[config.mk]
export PLATFORM = sky130hd
export DESIGN_NAME = aggregator
export DESIGN_NICKNAME = d
export VERILOG_FILES = /design/src/rtl/aggregator_pkg.sv /design/src/rtl/aggregator.sv
export SDC_FILE = /design/constraint.sdc
export NUM_CORES = 1
export LEC_CHECK = 0
export ABC_CLOCK_PERIOD_IN_PS = 3300
export CORE_UTILIZATION = 56
export CTS_BUF_LIST = sky130_fd_sc_hd__clkbuf_2 sky130_fd_sc_hd__clkbuf_4 sky130_fd_sc_hd__clkbuf_8
export DETAILED_ROUTE_END_ITERATION = 10
export PLACE_DENSITY = 0.86
export REMOVE_ABC_BUFFERS = 1
export SYNTH_ARGS = -nofsm -noshare
export SYNTH_HDL_FRONTEND = slang
export SYNTH_SLANG_ARGS = --single-unit
[constraint.sdc]
create_clock -name clk -period 3.3 [get_ports clk]
set_input_delay 0.495 -clock clk [delete_from_list [all_inputs] [get_ports clk]]
set_output_delay 0.495 -clock clk [all_outputs]
set_load 0.01 [all_outputs]
[src/rtl/aggregator_pkg.sv]
// Shared defaults for the aggregator/deaggregator pair and the lane-slice macro
// used by both to address lane k of a packed wide word.
`ifndef AGGREGATOR_PKG_LANE
`define AGGREGATOR_PKG_LANE
`define LANE(v, k) v[(k)*DATA_WIDTH +: DATA_WIDTH]
`endif

package aggregator_pkg;
  localparam int AGG_DATA_WIDTH  = 16;
  localparam int AGG_FETCH_WIDTH = 4;
endpackage

[src/rtl/aggregator.sv]
// Packs narrow words into FETCH_WIDTH-lane wide words (lane 0 = first word, at LSBs)
// with a one-entry output slot and a flush path that zero-fills unfilled lanes.
module aggregator
  import aggregator_pkg::*;
#(
  parameter int DATA_WIDTH    = AGG_DATA_WIDTH,
  parameter int FETCH_WIDTH   = AGG_FETCH_WIDTH,
  parameter int COUNTER_WIDTH = $clog2(FETCH_WIDTH)
) (
  input  logic                              clk,
  input  logic                              rst_n,
  input  logic [DATA_WIDTH-1:0]             sender_data,
  input  logic                              sender_empty_n,
  output logic                              sender_deq,
  output logic [FETCH_WIDTH*DATA_WIDTH-1:0] receiver_data,
  input  logic                              receiver_full_n,
  output logic                              receiver_enq,
  input  logic                              flush,
  output logic                              busy
);

  localparam logic [COUNTER_WIDTH-1:0] LAST_IDX = COUNTER_WIDTH'(FETCH_WIDTH - 1);

  logic [COUNTER_WIDTH-1:0]                 idx;
  logic [FETCH_WIDTH-2:0][DATA_WIDTH-1:0]   lane_regs;
  logic [FETCH_WIDTH*DATA_WIDTH-1:0]        out_r;
  logic                                     out_valid;

  logic drain, slot_free, last, accept, complete, flush_fire;
  logic [COUNTER_WIDTH-1:0]                 n_filled;
  logic [FETCH_WIDTH*DATA_WIDTH-1:0]        comp_word, flush_word;

  assign drain      = out_valid & receiver_full_n;
  assign slot_free  = !out_valid | drain;
  assign last       = (idx == LAST_IDX);
  assign accept     = rst_n & sender_empty_n & (!last | slot_free);
  assign complete   = accept & last;
  // Lanes filled once this cycle's accept is counted; only meaningful when !complete.
  assign n_filled   = (accept && !last) ? idx + 1'b1 : idx;
  assign flush_fire = flush & (n_filled != '0) & !complete & slot_free;

  assign sender_deq    = accept;
  assign receiver_enq  = rst_n & drain;
  assign receiver_data = out_r;
  assign busy          = (idx != '0) | out_valid;

  // Flush word takes the word accepted this cycle at lane idx; lanes past it are zero
  // since lane_regs may hold leftovers from an earlier group.
  always_comb begin
    comp_word  = '0;
    flush_word = '0;
    for (int k = 0; k < FETCH_WIDTH - 1; k++) begin
      `LANE(comp_word, k) = lane_regs[k];
      if (k < int'(idx))
        `LANE(flush_word, k) = lane_regs[k];
      else if (accept && k == int'(idx))
        `LANE(flush_word, k) = sender_data;
    end
    `LANE(comp_word, FETCH_WIDTH - 1) = sender_data;
  end

  always_ff @(posedge clk) begin
    if (!rst_n) begin
      idx       <= '0;
      lane_regs <= '0;
      out_r     <= '0;
      out_valid <= 1'b0;
    end else begin
      if (accept && !last)
        lane_regs[idx] <= sender_data;

      if (complete || flush_fire)
        idx <= '0;
      else if (accept)
        idx <= idx + 1'b1;

      if (complete) begin
        out_r     <= comp_word;
        out_valid <= 1'b1;
      end else if (flush_fire) begin
        out_r     <= flush_word;
        out_valid <= 1'b1;
      end else if (drain) begin
        out_valid <= 1'b0;
      end
    end
  end

endmodule

# [Yosys cells after proc, flatten, opt, wreduce, memory -nomap -nowiden]
# Cells that the tools add are included.
[totals] reg_bits=115 input_bits=21 elab_cells=57
[classes] addsub=1 order_cmp=5 n_eq_ne=3 muxes=15 bitwise_logic=12 reduce_logical=15
[ops] op="$mux W64" count=2
[ops] op="$mux W16" count=7
[ops] op="$bwmux W48" count=1
[ops] op="$demux W16 S2" count=1
[ops] op="$and A1 B1 Y1" count=8
[ops] op="$reduce_bool A2 Y1" count=3
[ops] op="$logic_and A1 B1 Y1" count=5
[ops] op="$eq A2 B2 Y1 const A" count=2
[ops] op="$lt A1 B2 Y1 const A" count=2
[ops] op="$logic_not A1 Y1" count=3
[ops] op="$lt A2 B3 Y1 const B" count=1
[ops] op="$mux W1" count=3
[ops] op="$or A1 B1 Y1" count=3
[ops] op="$reduce_bool A3 Y1" count=1
[ops] op="$add A2 B1 Y2 const B" count=1
[ops] op="$eq A2 B2 Y1 const B" count=1
[ops] op="$ge A2 B1 Y1 const B" count=1
[ops] op="$logic_not A2 Y1" count=1
[ops] op="$lt A2 B2 Y1 const A" count=1
[ops] op="$mux W2" count=1
[ops] op="$reduce_or A2 Y1" count=1
[ops] op="$logic_or A1 B1 Y1" count=1
[ops] op="$not A1 Y1" count=1

# [Longest topological paths before layout]
[depth] depth_word=12 depth_mapped=8 ltp_nobuf=6

# [Worst setup path before layout]
# No wires, ideal clock.
[synth_timing] path_kind="in2out" start="input port rst_n" end="output port receiver_enq" arrival_time_ns=1.447 required_time_ns=2.805 path_slack_ns=1.358 path_stages=4 n_path_buf=3 cell_sequence="buf_2 > buf_1 > clkbuf_1 > and3_1"
[synth_via] elab_chain_len=1
[synth_lines] element="start, declared" line_no="aggregator.sv:11" source="input logic rst_n,"
[synth_lines] element="$and A1 B1 Y1" line_no="aggregator.sv:43" source="assign receiver_enq = rst_n & drain;"
[synth_lines] element="end, declared" line_no="aggregator.sv:17" source="output logic receiver_enq,"
# No other way between the ends.

# [Worst setup path in the final report]
[layout_timing] start="register idx[0]" end="register out_r[15], in the netlist receiver_data[15]"
[layout_via] elab_chain_len=11 word_cells_on_any_way=21 cone_classes="1 x add/sub; 1 x order compare; 1 x eq/ne; 5 x mux; 6 x bitwise; 7 x reduce/logical"
[layout_lines] element="start, declared" line_no="aggregator.sv:24" source="logic [COUNTER_WIDTH-1:0] idx;"
[layout_lines] element="start signal, assigned" line_no="aggregator.sv:75" source="idx <= idx + 1'b1;"
[layout_lines] element="$eq A2 B2 Y1" line_no="aggregator.sv:35" source="assign last = (idx == LAST_IDX);"
[layout_lines] element="$logic_not A1 Y1" line_no="aggregator.sv:36, aggregator.sv:39"
[layout_lines] element="$or A1 B1 Y1" line_no="aggregator.sv:36" source="assign accept = rst_n & sender_empty_n & (!last | slot_free);"
[layout_lines] element="$and A1 B1 Y1" line_no="aggregator.sv:36"
[layout_lines] element="$logic_and A1 B1 Y1" line_no="aggregator.sv:39" source="assign n_filled = (accept && !last) ? idx + 1'b1 : idx;"
[layout_lines] element="$mux W2" line_no="aggregator.sv:39"
[layout_lines] element="$reduce_bool A2 Y1" line_no="aggregator.sv:40" source="assign flush_fire = flush & (n_filled != '0) & !complete & slot_free;"
[layout_lines] element="$and A1 B1 Y1 (3 in series)" line_no="aggregator.sv:40"
[layout_lines] element="$reduce_bool A2 Y1 (no source line)"
[layout_lines] element="end signal, assigned" line_no="aggregator.sv:78" source="out_r <= comp_word;"
[layout_lines] element="end signal, assigned" line_no="aggregator.sv:81" source="out_r <= flush_word;"
[layout_lines] element="end, declared" line_no="aggregator.sv:26" source="logic [FETCH_WIDTH*DATA_WIDTH-1:0] out_r;"
# Several ways; a longest one is shown, not always the timed one. The select of a mux whose other input is x is not followed.
# A chain may end at the register's enable or synchronous reset.

==> flow_summary.toml <==
[timing]
finalMaxSlewViolations = 0
rsz0062_at_grt = "false"
worst_pin_slew_ps = 803
timing.slew.headroom = 0.465
fin_crit_sh = 0.847
finalSetupTns_ps = 0
hold_viol = 0
period_needed_ps = 2800
setup_viol = 0
clock_skew_ps = 5.52
clock.fmax_mhz = 358

[critical_path]
worst_path_dominant_cell_family = "compound AO/OA/AOI/OAI gates"
crit_type = "flop to flop"
cp-start-kind = "flop"
cp_max_fo = 17
worstReg2RegStart = "idx[0]$_SDFFE_PP0N_"
r2r_cells = 6
cp-end-kind = "flop"
critical_path.max_stage_delay_ps = 530
r2r_slack_ps = 500
path_cells = "ha_1, and3b_1, a311oi_4, buf_4, a21oi_1, a311oi_1"
cp_slowest_cell = "a311oi_4"
required_ps = 3580
crit_arrival_ps = 3080
regToRegEndpoint = "receiver_data[15]$_SDFFE_PN0P_"
crit_buf_inv = 1

[layout]
finalNetCount = 573
areaGrowthSynthToFinish_pct = 29.6
drive_gt1_frac = 0.104
diodes = 0

[grt]
antenna_found_initial = 0
grt_remaining_overflow = 0
grt_pass1_wl_um = 20200
grt_max_degree = 52
grt_usage = 0.310
first_global_vias = 3909

[synthesis]
yosysWarningCount = 0
yosys.cell_types.count = 36
ys_seq_elements = 115
synth_area_mm2 = 0.00446
synth_cells = 470
syn_avg_cell_area_um2 = 9.50
ys_seq_area_frac = 0.516

[clock_network]
hold_buffers = 0
cts_buffers = 17
htree_levels = 4
cts.sinks = 115
cts_root_buf = "clkbuf_8"
clock_latency_ps = 420
clockBufferDepth = 2
post_cts.repair.setup_buffers = 0
cts_resized = 0
cts_tree = "built"
cts.reportedPaths.clkPinSlew_ps = 60

[worst_hold_path]
hold_depth = 2
min_to = "comp_word[12]$_SDFFE_PN0P_"
hold_path_startpoint = "comp_word[12]$_SDFFE_PN0P_"
hp-class = "flop to flop"

[floorplanning]
dieArea_mm2 = 0.00833
coreArea_mm2 = 0.00773
row_count = 32
initial_core_util = 0.578
fp.dieH_um = 91.3
ioPinCount = 88
die_w_um = 91.3

[outcome]
status = "completed"

[detailed_routing]
avgViaCountPerCell = 6.18
drtIter0Drc = 456
drcViolationCount = 0
routed_wl_um = 12300
postRouteAntennaNets = 0
wl_per_cell_um = 18.6
firstDrtPassIters = 5
route.vias.total = 4075

[flow_run]
cap_violations = 0

[place]
portBuffers = 87
hpwl_um = 7610
gp_congestion = 0.811

[power]
power_density_mw_per_mm2 = 565
peakVddDrop_mv = 0.359
p_total_mw = 3.27
leakage_nw = 1.96
## stage by stage
step / worst slack, ps / area [µm²] / hold WS, ps / util / std cells
2_1_floorplan: -585 / 4220 / 437 / - / 423
3_3_place_gp: 607 / 5390 / 441 / 0.698 / 631
3_5_place_dp: 436 / 5390 / 447 / 0.698 / 631
4_1_cts: 568 / 5790 / 456 / 0.749 / 659
5_1_grt: 404 / 5790 / 476 / 0.749 / 659
6_report: 504 / 5790 / 456 / 0.749 / 659
## metal layers
metal	part of all wire	vias up	global-route usage
li1	-	1900	-
met1	0.41	1916	0.393
met2	0.48	228	0.513
met3	0.086	31	0.0670
met4	0.021	0	0.122
met5	0	-	0
## cells by family (layout without fill, tap and decap cells)
logic type,count (synthesis),count (layout),share of synthesized area
AO/OA/AOI/OAI,199,199,0.316
XOR/XNOR,1,1,0.00196
adder cells (fa/ha/maj),4,4,0.0112
buffers and inverters,51,138,0.0572
flip-flops,115,115,0.516
multiplexers,1,1,0.00224
AND/OR/NAND/NOR,99,99,0.0956
## sequential cells by signal, indices dropped and copies added (netlist names)
name	cells
receiver_data	64
comp_word	48
idx	2
out_valid	1
## synthesized netlist by cell type, drive strengths merged
cell type	instances	area (µm²)
dfxtp	115	2300
nand2	83	314
a21oi	81	405
a211oi	32	260
a22oi	32	240
buf	28	168
clkbuf	19	72.6
a311oi	17	166
a22o	16	140
a32o	16	160
and2	4	25.0
ha	4	50.1
inv	4	15.0
nor2	3	13.8
nor3	2	10.0
o21ai	2	10.0
a31oi	1	6.26
and3	1	6.26
and3b	1	8.76
mux2i	1	10.0
nand2b	1	6.26
nand3	1	5.00
nand3b	1	7.51
nand4b	1	23.8
nor2b	1	6.26
o2111ai	1	15.0
o21a	1	7.51
xnor2	1	8.76
## area by class of cell
type	instances	area (µm²)
clock buffers	22	290
fillers	529	1940
inverters	4	15.0
clock inverters	6	105
flip-flops and latches	115	2300
multi-input cells	304	1920
well taps	102	128
repair buffers	106	1030
## worst max path at each step
stage	from	end	slack, ps	cells after the start
6_report	idx[0]$_SDFFE_PP0N_	receiver_data[15]$_SDFFE_PN0P_	500	6
5_1_grt	idx[0]$_SDFFE_PP0N_	receiver_data[15]$_SDFFE_PN0P_	400	6
4_1_cts	idx[0]$_SDFFE_PP0N_	receiver_data[15]$_SDFFE_PN0P_	570	6
3_5_place_dp	rst_n	receiver_data[14]$_SDFFE_PN0P_	440	6
3_3_place_gp	rst_n	receiver_data[51]$_SDFFE_PN0P_	610	5
2_1_floorplan	idx[0]$_SDFFE_PP0N_	receiver_data[0]$_SDFFE_PN0P_	-590	5
## placed cells by master (no fill, tap or decap), types with 2 or more instances in the layout
master,count
a211oi_1,28
ha_1,4
o21ai_1,2
and2_1,3
nor3_1,2
a22o_1,16
a211oi_2,4
bufinv_16,3
buf_4,18
inv_1,3
a21oi_1,81
nor2_1,2
clkbuf_4,2
clkdlybuf4s50_1,87
a311oi_1,16
clkbuf_8,20
nand2_1,82
a32o_1,16
clkinv_2,3
a22oi_1,32
dfxtp_1,115
## tightest hold or removal path, delay by kind of cell (launching register included)
family          cells  cell delay, ps
simple gates        1              50
compound gates      1              50
flops               1             310
## power breakdown
part           internal [mW]  leakage (nW)  switching (mW)
Clock                  0.804         0.207           0.519
Combinational          0.199         0.822           0.250
Sequential              1.46         0.935          0.0416
Total                   2.46          1.96           0.811
No activity file was read; power rests on OpenSTA's default activity.
==> RTL edit: new RTL, same flow settings <==
`AGG_DATA_WIDTH`: 16 -> 18.
--- a/src/rtl/aggregator_pkg.sv
+++ b/src/rtl/aggregator_pkg.sv
@@ -8,3 +8,3 @@
 package aggregator_pkg;
-  localparam int AGG_DATA_WIDTH  = 16;
+  localparam int AGG_DATA_WIDTH  = 18;
   localparam int AGG_FETCH_WIDTH = 4;
Interface: changed (resized receiver_data and sender_data); port bits go from 88 to 98. No check against the original RTL was run, so the function may have changed too.
==> RTL edit against the original RTL <==
Power rose by 6.8%; synthesized cell count up 11%; critical endpoint is now sender_deq; final cell count grew 8.8%; utilization up 0.51 points; sequential cell count increased by 14; clock skew increased by 0.0072 ns; largest cell class unchanged; design area rose by 9.2%; combinational power is 7.8% higher; setup slack improved by 0.011 ns; routed wire length is 9.6% higher; synthesized area grew 11%; critical path depth decreased by 3.
==> RTL edit: results (changes against the original RTL) <==
* Critical Path Sink: sender_deq (was receiver_data[15]$_SDFFE_PN0P_)
* Met2 Track Usage GR at 0.503 (was 0.513)
* Buffers excl. clock at 110 (was 106)
* Clock buffers at 21 (was 22)
* Port-buffer cells at 97 (was 87)
* Post-synthesis sequential area ratio at 0.523 (was 0.516)
* Peak supply drop at 528 uV (was 359 uV)
* Syn Inst Count at 521 (was 470)
* Clk pwr share at 0.380 (was 0.404)
* Global-route wire length before repair at 21.6 mm (was 20.2 mm)
* Crit Path Max Fanout at 12 (was 17)
* ClkCell Share at 0.0614 (was 0.0683)
* Met2 wire length at 6.60 mm (was 5.93 mm)
* Vias in the first global route at 4378 (was 3909)
* Wire length per cell at 18.7 um (was 18.6 um)
* HPWL after DPL at 8.43 mm (was 7.61 mm)
* Internal at 2.57 mW (was 2.46 mW)
* Post-synthesis cell type count at 34 (was 36)
* Largest net degree at the start of global routing at 68 (was 52)
* Status: finished, final reports clean (unchanged)
* Fillers at 569 (was 529)
* Clk Latency, worst-skew pair at 0.44 ns (was 0.42 ns)
* Pre-CTS setup slack at 0.396 ns (was 0.436 ns)
* Top delay family on crit path: buffers and inverters (was compound AO/OA/AOI/OAI gates)
* Post-synthesis compound-gate area fraction at 0.313 (was 0.316)
* Reg-to-Reg End: receiver_data[61]$_SDFFE_PN0P_ (was receiver_data[15]$_SDFFE_PN0P_)
* Multi-input logic portion of the cell area at 0.334 (was 0.332)
* Slew @ Worst Pin at 0.854 ns (was 0.803 ns)
* Fin Clk Skew at 0.0127 ns (was 0.00552 ns)
RTL edit: changes by cell type after synthesis, moves of 4 or more:
cell	change
a22oi_1	+4
a211oi_1	+8
a211oi_2	-4
nand2_1	+10
dfxtp_1	+14
a21oi_1	+10
RTL edit: how the worst min path moves through the flow:
stage / cells after the start / slack (ns) / from / to
floorplan: 2 / 0.44 / comp_word[0]$_SDFFE_PN0P_ / comp_word[0]$_SDFFE_PN0P_
global placement: 2 / 0.44 / comp_word[2]$_SDFFE_PN0P_ / comp_word[2]$_SDFFE_PN0P_
detailed placement: 2 / 0.45 / comp_word[26]$_SDFFE_PN0P_ / comp_word[26]$_SDFFE_PN0P_
CTS: 2 / 0.46 / comp_word[26]$_SDFFE_PN0P_ / comp_word[26]$_SDFFE_PN0P_
global route: 2 / 0.48 / comp_word[17]$_SDFFE_PN0P_ / comp_word[17]$_SDFFE_PN0P_
finish: 2 / 0.46 / comp_word[33]$_SDFFE_PN0P_ / comp_word[33]$_SDFFE_PN0P_
